<file path="config.mk">
export PLATFORM = sky130hd
export DESIGN_NAME = ble_cfg_ahb_master
export DESIGN_NICKNAME = d
export VERILOG_FILES = /design/src/rtl/ble_cfg_pkg.sv /design/src/rtl/ble_cfg_fifo.sv /design/src/rtl/ble_cfg_ahb_master.sv
export SDC_FILE = /design/constraint.sdc
export NUM_CORES = 1
export LEC_CHECK = 0
export BUFFER_PORTS_ARGS = -buffer_cell sky130_fd_sc_hd__buf_2
export CORE_ASPECT_RATIO = 1.1
export CORE_MARGIN = 2
export CORE_UTILIZATION = 25
export CTS_CLUSTER_SIZE = 20
export DETAILED_ROUTE_END_ITERATION = 8
export SLEW_MARGIN = 20
export SYNTH_ARGS = -nofsm -noshare
export SYNTH_HDL_FRONTEND = slang
export SYNTH_HIERARCHICAL = 1
export SYNTH_SLANG_ARGS = --single-unit
</file>
<file path="constraint.sdc">
create_clock -name hclk -period 5.6 [get_ports hclk]
set_clock_uncertainty 0.05 [all_clocks]
set_input_delay 1.4 -clock hclk [delete_from_list [all_inputs] [get_ports hclk]]
set_output_delay 1.4 -clock hclk [all_outputs]
set_load 0.05 [all_outputs]
</file>
<file path="src/rtl/ble_cfg_pkg.sv">
// Shared types and constants for the BLE configuration AHB-lite master.
// The optional single-retry on slave ERROR is enabled by defining BLE_CFG_RETRY_EN.
package ble_cfg_pkg;

  typedef struct packed {
    logic [31:0] addr;
    logic [31:0] wdata;
    logic        write;
  } cfg_cmd_t;

  typedef enum logic [1:0] {
    RSP_OKAY     = 2'd0,
    RSP_SLVERR   = 2'd1,
    RSP_TIMEOUT  = 2'd2,
    RSP_MISALIGN = 2'd3
  } rsp_err_e;

  typedef enum logic [1:0] {
    ST_IDLE = 2'd0,
    ST_ADDR = 2'd1,
    ST_DATA = 2'd2,
    ST_RESP = 2'd3
  } fsm_state_e;

  localparam logic [1:0]  HTRANS_IDLE   = 2'b00;
  localparam logic [1:0]  HTRANS_NONSEQ = 2'b10;
  localparam logic [2:0]  HSIZE_WORD    = 3'b010;

  localparam logic [31:0] STATUS_REG    = 32'h0100_0000;
  localparam logic [31:0] ADV_FIRST_REG = 32'h0100_0100;
  localparam logic [31:0] ADV_LAST_REG  = 32'h0100_0134;

  function automatic logic is_word_aligned(input logic [31:0] addr);
    return (addr[1:0] == 2'b00);
  endfunction

endpackage

</file>
<file path="src/rtl/ble_cfg_fifo.sv">
// Command FIFO for the BLE configuration master; power-of-two DEPTH, show-ahead head.
module ble_cfg_fifo
  import ble_cfg_pkg::*;
#(
  parameter int DEPTH = 4
) (
  input  logic     clk,
  input  logic     rst_n,
  input  logic     push,
  input  logic     pop,
  input  cfg_cmd_t din,
  output cfg_cmd_t dout,
  output logic     full,
  output logic     empty
);

  localparam int AW = (DEPTH > 1) ? $clog2(DEPTH) : 1;
  localparam logic [AW:0]   COUNT_FULL = DEPTH;
  localparam logic [AW:0]   COUNT_ONE  = 1;
  localparam logic [AW-1:0] PTR_ONE    = 1;

  cfg_cmd_t      mem_q [DEPTH];
  logic [AW-1:0] wr_ptr_q, wr_ptr_d, rd_ptr_q, rd_ptr_d;
  logic [AW:0]   count_q, count_d;
  logic          do_push, do_pop;

  assign full    = (count_q == COUNT_FULL);
  assign empty   = (count_q == '0);
  assign do_push = push & ~full;
  assign do_pop  = pop & ~empty;
  assign dout    = mem_q[rd_ptr_q];

  always_comb begin
    wr_ptr_d = do_push ? (wr_ptr_q + PTR_ONE) : wr_ptr_q;
    rd_ptr_d = do_pop  ? (rd_ptr_q + PTR_ONE) : rd_ptr_q;
    case ({do_push, do_pop})
      2'b10:   count_d = count_q + COUNT_ONE;
      2'b01:   count_d = count_q - COUNT_ONE;
      default: count_d = count_q;
    endcase
  end

  always_ff @(posedge clk) begin
    if (!rst_n) begin
      wr_ptr_q <= '0;
      rd_ptr_q <= '0;
      count_q  <= '0;
    end else begin
      wr_ptr_q <= wr_ptr_d;
      rd_ptr_q <= rd_ptr_d;
      count_q  <= count_d;
    end
  end

  // Payload storage needs no reset: it is only read while count_q is non-zero.
  always_ff @(posedge clk) begin
    if (do_push) begin
      mem_q[wr_ptr_q] <= din;
    end
  end

endmodule

</file>
<file path="src/rtl/ble_cfg_ahb_master.sv">
// Single-outstanding AHB-lite master for the BLE register map, with wait-state watchdog.
// Define BLE_CFG_RETRY_EN to reissue a transfer once after a slave ERROR response.
module ble_cfg_ahb_master
  import ble_cfg_pkg::*;
#(
  parameter int DEPTH   = 4,
  parameter int TIMEOUT = 16
) (
  input  logic        hclk,
  input  logic        hresetn,
  input  logic        cmd_valid,
  output logic        cmd_ready,
  input  logic [31:0] cmd_addr,
  input  logic [31:0] cmd_wdata,
  input  logic        cmd_write,
  output logic        rsp_valid,
  output logic [31:0] rsp_rdata,
  output logic [1:0]  rsp_err,
  output logic        hsel,
  output logic        hwrite,
  output logic [1:0]  htrans,
  output logic [2:0]  hsize,
  output logic [31:0] haddr,
  output logic [31:0] hwdata,
  input  logic [31:0] hrdata,
  input  logic        hready,
  input  logic        hresp,
  output logic        busy
);

  localparam logic [7:0] WDOG_LAST = 8'(TIMEOUT - 1);

  cfg_cmd_t   fifo_din, fifo_dout;
  logic       fifo_full, fifo_empty, push, pop;

  fsm_state_e state_q, state_d;
  cfg_cmd_t   cmd_q, cmd_d;
  logic       retried_q, retried_d;
  logic [7:0] wdog_q, wdog_d;
  logic       hsel_q, hsel_d, hwrite_q, hwrite_d;
  logic [1:0] htrans_q, htrans_d;
  logic [2:0] hsize_q, hsize_d;
  logic [31:0] haddr_q, haddr_d, hwdata_q, hwdata_d;
  logic       rsp_valid_q, rsp_valid_d;
  logic [31:0] rsp_rdata_q, rsp_rdata_d;
  rsp_err_e   rsp_err_q, rsp_err_d;

  assign fifo_din  = '{addr: cmd_addr, wdata: cmd_wdata, write: cmd_write};
  assign cmd_ready = hresetn & ~fifo_full;
  assign push      = cmd_valid & cmd_ready;
  assign pop       = (state_q == ST_IDLE) & ~fifo_empty;

  ble_cfg_fifo #(.DEPTH(DEPTH)) u_fifo (
    .clk   (hclk),
    .rst_n (hresetn),
    .push  (push),
    .pop   (pop),
    .din   (fifo_din),
    .dout  (fifo_dout),
    .full  (fifo_full),
    .empty (fifo_empty)
  );

  always_comb begin
    state_d     = state_q;
    cmd_d       = cmd_q;
    retried_d   = retried_q;
    wdog_d      = 8'd0;
    hsel_d      = hsel_q;
    hwrite_d    = hwrite_q;
    htrans_d    = htrans_q;
    hsize_d     = hsize_q;
    haddr_d     = haddr_q;
    hwdata_d    = hwdata_q;
    rsp_valid_d = 1'b0;
    rsp_rdata_d = rsp_rdata_q;
    rsp_err_d   = rsp_err_q;
    case (state_q)
      ST_IDLE: begin
        if (!fifo_empty) begin
          cmd_d     = fifo_dout;
          retried_d = 1'b0;
          if (!is_word_aligned(fifo_dout.addr)) begin
            state_d     = ST_RESP;
            rsp_valid_d = 1'b1;
            rsp_err_d   = RSP_MISALIGN;
            rsp_rdata_d = 32'h0;
          end else begin
            state_d  = ST_ADDR;
            hsel_d   = 1'b1;
            htrans_d = HTRANS_NONSEQ;
            haddr_d  = fifo_dout.addr;
            hwrite_d = fifo_dout.write;
            hsize_d  = HSIZE_WORD;
          end
        end else begin
          state_d = ST_IDLE;
        end
      end
      ST_ADDR: begin
        if (hready) begin
          state_d  = ST_DATA;
          hsel_d   = 1'b0;
          htrans_d = HTRANS_IDLE;
          hwdata_d = cmd_q.write ? cmd_q.wdata : 32'h0;
        end else if (wdog_q == WDOG_LAST) begin
          state_d     = ST_RESP;
          hsel_d      = 1'b0;
          htrans_d    = HTRANS_IDLE;
          rsp_valid_d = 1'b1;
          rsp_err_d   = RSP_TIMEOUT;
          rsp_rdata_d = 32'h0;
        end else begin
          wdog_d = wdog_q + 8'd1;
        end
      end
      ST_DATA: begin
        if (hready) begin
          if (hresp) begin
`ifdef BLE_CFG_RETRY_EN
            if (!retried_q) begin
              // Reissue the same command once; no response for the failed attempt.
              state_d   = ST_ADDR;
              retried_d = 1'b1;
              hsel_d    = 1'b1;
              htrans_d  = HTRANS_NONSEQ;
            end else begin
              state_d     = ST_RESP;
              rsp_valid_d = 1'b1;
              rsp_err_d   = RSP_SLVERR;
              rsp_rdata_d = 32'h0;
            end
`else
            state_d     = ST_RESP;
            rsp_valid_d = 1'b1;
            rsp_err_d   = RSP_SLVERR;
            rsp_rdata_d = 32'h0;
`endif
          end else begin
            state_d     = ST_RESP;
            rsp_valid_d = 1'b1;
            rsp_err_d   = RSP_OKAY;
            rsp_rdata_d = cmd_q.write ? 32'h0 : hrdata;
          end
        end else if (wdog_q == WDOG_LAST) begin
          state_d     = ST_RESP;
          rsp_valid_d = 1'b1;
          rsp_err_d   = RSP_TIMEOUT;
          rsp_rdata_d = 32'h0;
        end else begin
          wdog_d = wdog_q + 8'd1;
        end
      end
      ST_RESP: begin
        state_d = ST_IDLE;
      end
      default: begin
        state_d = ST_IDLE;
      end
    endcase
  end

  always_ff @(posedge hclk) begin
    if (!hresetn) begin
      state_q     <= ST_IDLE;
      cmd_q       <= '0;
      retried_q   <= 1'b0;
      wdog_q      <= 8'd0;
      hsel_q      <= 1'b0;
      hwrite_q    <= 1'b0;
      htrans_q    <= HTRANS_IDLE;
      hsize_q     <= 3'b000;
      haddr_q     <= 32'h0;
      hwdata_q    <= 32'h0;
      rsp_valid_q <= 1'b0;
      rsp_rdata_q <= 32'h0;
      rsp_err_q   <= RSP_OKAY;
    end else begin
      state_q     <= state_d;
      cmd_q       <= cmd_d;
      retried_q   <= retried_d;
      wdog_q      <= wdog_d;
      hsel_q      <= hsel_d;
      hwrite_q    <= hwrite_d;
      htrans_q    <= htrans_d;
      hsize_q     <= hsize_d;
      haddr_q     <= haddr_d;
      hwdata_q    <= hwdata_d;
      rsp_valid_q <= rsp_valid_d;
      rsp_rdata_q <= rsp_rdata_d;
      rsp_err_q   <= rsp_err_d;
    end
  end

  assign hsel      = hsel_q;
  assign hwrite    = hwrite_q;
  assign htrans    = htrans_q;
  assign hsize     = hsize_q;
  assign haddr     = haddr_q;
  assign hwdata    = hwdata_q;
  assign rsp_valid = rsp_valid_q;
  assign rsp_rdata = rsp_rdata_q;
  assign rsp_err   = rsp_err_q;
  assign busy      = ~fifo_empty | (state_q != ST_IDLE);

endmodule

</file>
Yosys cells after proc, flatten, opt, wreduce, memory -nomap -nowiden
Memories as Yosys holds them, arrays and structs flattened. A register that Yosys moved wholly into a read port is not among the register bits. Index checks and enable logic that the tools add are counted.

Register bits after elaboration: 154. Bits in writable memories: 260. Input port bits: 102. Output and inout bits: 108. Word-level logic and storage cells: 101. Memories kept: 1.

Add/subtract/negate cells: 5. Equal/unequal tests: 12. Multiplexer cells: 43. Bitwise gates (word level): 10. Reductions and logical operators: 14.

Memory list: u_fifo.mem_q (words 4, width 65, read ports 1, clocked after Yosys merged registers in 1, write ports 1, line ble_cfg_fifo.sv:22) `cfg_cmd_t mem_q [DEPTH];`.

Operator list (count): 2-to-1 mux 32 bit (8); one-hot mux 32 bit (3 select lines) (1); 2-to-1 mux 2 bit (16); 2-to-1 mux 1 bit (12); adder 8 x 1 -> 8 bit (second input constant) (1); == test 8 x 4 -> 1 bit (second input constant) (1); one-hot mux 2 bit (4 select lines) (1); AND reduction 4 bit (2); == test 2 bit (second input constant) (3); inequality test 2 bit (second input constant) (3); one-hot mux 2 bit (3 select lines) (1); one-hot mux 3 bit (2 select lines) (1); nonzero test 2 bit (3); AND 1 bit (5); adder 2 x 1 -> 2 bit (second input constant) (2); == test 2 x 1 -> 1 bit (second input constant) (2); zero test 2 bit (2); NOT 1 bit (4); one-hot mux 2 bit (2 select lines) (1); AND reduction 2 bit (2); OR reduction 4 bit (1); adder 3 x 1 -> 3 bit (second input constant) (1); == test 3 bit (second input constant) (1); zero test 3 bit (1); 9 further kinds (9).

Depth between registers and ports, before layout
Depth after elaboration: 7. Mapped depth: 13. Gate-level depth less buffers: 11.

Hierarchy
The synthesis kept the hierarchy.

Modules (own cells, without submodules): ble_cfg_fifo (instances 1, cells each 393, area an instance 9913.3 sq um, sequential area each 7987.7 sq um); ble_cfg_ahb_master (instances 1, cells each 596, area an instance 5286.3 sq um, sequential area each 2902.8 sq um).

Worst setup path before layout
No wires, ideal clock.

Path type: input to register. From: in hresetn. To: mem u_fifo/mem_q[0][0] (netlist name), enable pin. Setup time: 430 ps. Arrival time: 4604 ps. Required time: 5120 ps. Setup slack: 516 ps. Stages: 7. Buffers on the path: 2. Cell sequence: clkbuf_1 inv_1 nor2_1 and2_1 nor2b_1 clkbuf_1 and2_1.

Word-level cells in the longest chain between the ends: 5.

RTL lines: from (decl) (line ble_cfg_ahb_master.sv:10) `input logic hresetn,`; AND 1 bit (line ble_cfg_ahb_master.sv:49) `assign cmd_ready = hresetn & ~fifo_full;`; named net cmd_ready (line ble_cfg_ahb_master.sv:12) `output logic cmd_ready,`; AND 1 bit (line ble_cfg_ahb_master.sv:50) `assign push = cmd_valid & cmd_ready;`; named net push (line ble_cfg_ahb_master.sv:34) `logic fifo_full, fifo_empty, push, pop;`; AND 1 bit (line ble_cfg_fifo.sv:29) `assign do_push = push & ~full;`; 2-to-1 mux 1 bit (line ble_cfg_fifo.sv:57) `if (do_push) begin`; 2-to-1 mux 1 bit (not written as such) (line ble_cfg_fifo.sv:58) `mem_q[wr_ptr_q] <= din;`; to (decl) (line ble_cfg_fifo.sv:22).

The timed path passes the listed nets, and every way through them passes these cells.

Worst setup path in the final report
From: in hresetn. To: out cmd_ready.

Word-level cells in the longest chain between the ends: 1.

RTL lines (line): AND 1 bit (ble_cfg_ahb_master.sv:49); to (decl) (ble_cfg_ahb_master.sv:12).

Every way passes these cells.

==> flow_metrics.env <==
export IMPL_final_common_cell="edfxtp_1"
export IMPL_drv_slew=0
export IMPL_cts_resized=0
export IMPL_total_power_mw=7.72
export IMPL_cts_hold_buf=0
export IMPL_ir_worst_vdd_mv=0.203
export IMPL_muxShareOfSynthArea_pct=9.83
export IMPL_design_area_mm2=0.0185
export IMPL_required_ns=4.15
export IMPL_fmax_mhz=276
export IMPL_seq_area_frac_synth_pct=71.6
export IMPL_layout_cells_non_filler=1994
export IMPL_synthesis_yosys_warnings=6
export IMPL_synthFlopType="edfxtp_1"
export IMPL_whs_ns=0.390
export IMPL_io_buffers=206
export IMPL_regArea_mm2=0.0109
export IMPL_synth_edf_count=260
export IMPL_relSlewSlack_pct=27.0
export IMPL_finalCritPeriodShare_pct=64.8
export IMPL_synth_compound_area_share_pct=6.79
export IMPL_cts_setup_buffers=0
export IMPL_worst_slack_ns=1.97
export IMPL_synthXorXnorAreaFrac_pct=0.461
export IMPL_synth_top_family_by_area="multiplexers"
export IMPL_grt_start_max_net_pins=72
export IMPL_initial_utilization_pct=25.3
export IMPL_clockBufferDepth=3
export IMPL_dr_pass1_iters=6
export IMPL_numCtsBuffers=43
export IMPL_path_max_fanout=34
export IMPL_final_hold_violation_count=0
export IMPL_synthAdderAreaFrac_pct=1.12
export IMPL_use_met3_pct=3.76
export IMPL_core_area_mm2=0.0600
export IMPL_min_path_type="flop to flop"
export IMPL_rrSetupSlack_ns=2.01
export IMPL_ys_types=48
export IMPL_cts_sinks=414
export IMPL_grt_pass1_wl_mm=54.4
export IMPL_status="finished clean"
export IMPL_dpl_hpwl_mm=22.6
export IMPL_wl_per_cell_um=18.0
export IMPL_vias=8811
export IMPL_die_height_um=263
export IMPL_grt_use_met1_pct=12.8
export IMPL_multi_input_area_mm2=0.00389
export IMPL_layout_common_cells="edfxtp_1 (260), buf_2 (206), nand2_1 (173), dfxtp_1 (152), a21oi_1 (103)"
export IMPL_crit_path_start="hresetn"
export IMPL_num_io_pins=210
export IMPL_netlist_area_mm2=0.0152
export IMPL_grt_use_met2_pct=20.3
export IMPL_grt_use_total_pct=11.4
export IMPL_dieArea_mm2=0.0628
export IMPL_synth_simple_area_share_pct=7.18
export IMPL_antenna_found_initial=16
export IMPL_powerDensity_mw_per_mm2=417
export IMPL_fp_dieW_um=239
export IMPL_place_ws_ns=1.55
export IMPL_nNetsFinal=1303
export IMPL_grt_overflow_total=0
export IMPL_dp_cells=1910
export IMPL_tightest_slew_ns=1.09
export IMPL_clk_latency_ns=0.58
export IMPL_clkSlewWorstSetupHoldPaths_ns=0.06
export IMPL_rows=94
export IMPL_startpoint_type="input port"
export IMPL_dr_first_iter_drc_count=546
export IMPL_rr_startpoint="state_q[0]"
export IMPL_cap_viol_max_count=0
export IMPL_critPathCaptureType="output port"
export IMPL_setup_viol=0
export IMPL_routed_via_density=4.42
export IMPL_p_leak_nw=6.55
export IMPL_min_delay_start="wdog_q[0]"
export IMPL_avgSynthCellArea_um2=15.4
export IMPL_cp_arrival_ns=2.18
export IMPL_detail_route_wirelength_mm=35.9
export IMPL_layout_drive_gt1_share_pct=32.8
export IMPL_post_dp_cell_area_mm2=0.0169
export IMPL_busiest_layer="met2"
export IMPL_place_congestion=0.707
export IMPL_rsz0062_at_grt="no"
export IMPL_synthArstFlopShare_pct=0
export IMPL_path_class="input port to output port"
export IMPL_syn_to_final_growth_pct=21.8
export IMPL_finalSetupTns_ns=0
export IMPL_antenna_left=0
export IMPL_syn_instance_count=989
export IMPL_n_fill_cell=5922
export IMPL_root_buffer="clkbuf_16"
export IMPL_grt_pass1_vias=9112
export IMPL_fin_util_pct=30.9
export IMPL_synth_seq_cells=414
export IMPL_htree_levels=2
export IMPL_drc=0
export IMPL_layout_min_cycle_time_ns=3.63
export IMPL_cts_tree="built"
metal layers:
layer / vias to the layer above / wire (um)
li1: 4115 / -
met5: - / 135
met1: 4394 / 14100
met3: 65 / 2500
met2: 215 / 18500
met4: 22 / 729
worst max-delay path, stage by stage:
cell and delay, ns:
buf_2 0.12, inv_4 0.29, nor2_1 0.12, buf_2 0.24
registers in the layout, summed over array words and instances (netlist names), named ones only:
register         count
hsize                1
u_fifo/rd_ptr_q      2
state_q              2
cmd_q               33
htrans               1
hwdata              32
u_fifo/wr_ptr_q      2
u_fifo/count_q       3
u_fifo/mem_q       260
rsp_valid            1
rsp_err              2
rsp_rdata           32
wdog_q               8
hwrite               1
haddr               32
area by class of cell:
type | count | share of cell area, %
Antenna cell | 3 | 0.0406
Clock buffer | 52 | 6.22
Clock inverter | 28 | 2.17
Inverter | 13 | 0.277
Multi-Input combinational cell | 498 | 21.0
Sequential cell | 414 | 58.9
Tap cell | 768 | 5.19
Timing Repair Buffer | 218 | 6.17
path summary, 6_finish.rpt:
| check | depth (start not counted) | to |
|---|---|---|
| max | 4 | cmd_ready |
| min | 1 | wdog_q[0] |
| max reg2reg | 12 | u_fifo/count_q[2] |
| min reg2reg | 1 | wdog_q[0] |
Yosys cell counts, types with 3 or more instances:
| cell | count | area share [%] |
|---|---|---|
| xor2_1 | 5 | 0.29 |
| a32o_2 | 30 | 2.2 |
| nor2_1 | 13 | 0.32 |
| dfxtp_1 | 154 | 20 |
| a32o_1 | 3 | 0.20 |
| buf_6 | 5 | 0.37 |
| or3_1 | 3 | 0.12 |
| mux2i_1 | 3 | 0.20 |
| xnor2_1 | 3 | 0.17 |
| nand3_1 | 35 | 1.2 |
| mux4_2 | 65 | 9.6 |
| o21ai_0 | 8 | 0.26 |
| and3_1 | 4 | 0.16 |
| buf_4 | 5 | 0.25 |
| ha_1 | 12 | 0.99 |
| edfxtp_1 | 260 | 51 |
| buf_1 | 4 | 0.099 |
| buf_12 | 5 | 0.66 |
| inv_1 | 12 | 0.30 |
| buf_2 | 10 | 0.33 |
| nand2_1 | 173 | 4.3 |
| clkbuf_1 | 36 | 0.89 |
| and2_1 | 8 | 0.33 |
| a21oi_1 | 103 | 3.4 |
power by group:
part / internal (mW) / switching (mW)
Combinational: 0.372 / 0.769
Clock: 1.83 / 1.24
Sequential: 3.41 / 0.105
Total: 5.61 / 2.11
kinds of logic after synthesis:
logic type      Yosys count
compound gates          156
buf+inv                  79
other cells               1
mux                      68
simple gates            250
xor+xnor                  8
fa+ha+maj                13
flops                   414
Note: power is estimated with default switching activity, not from simulation.
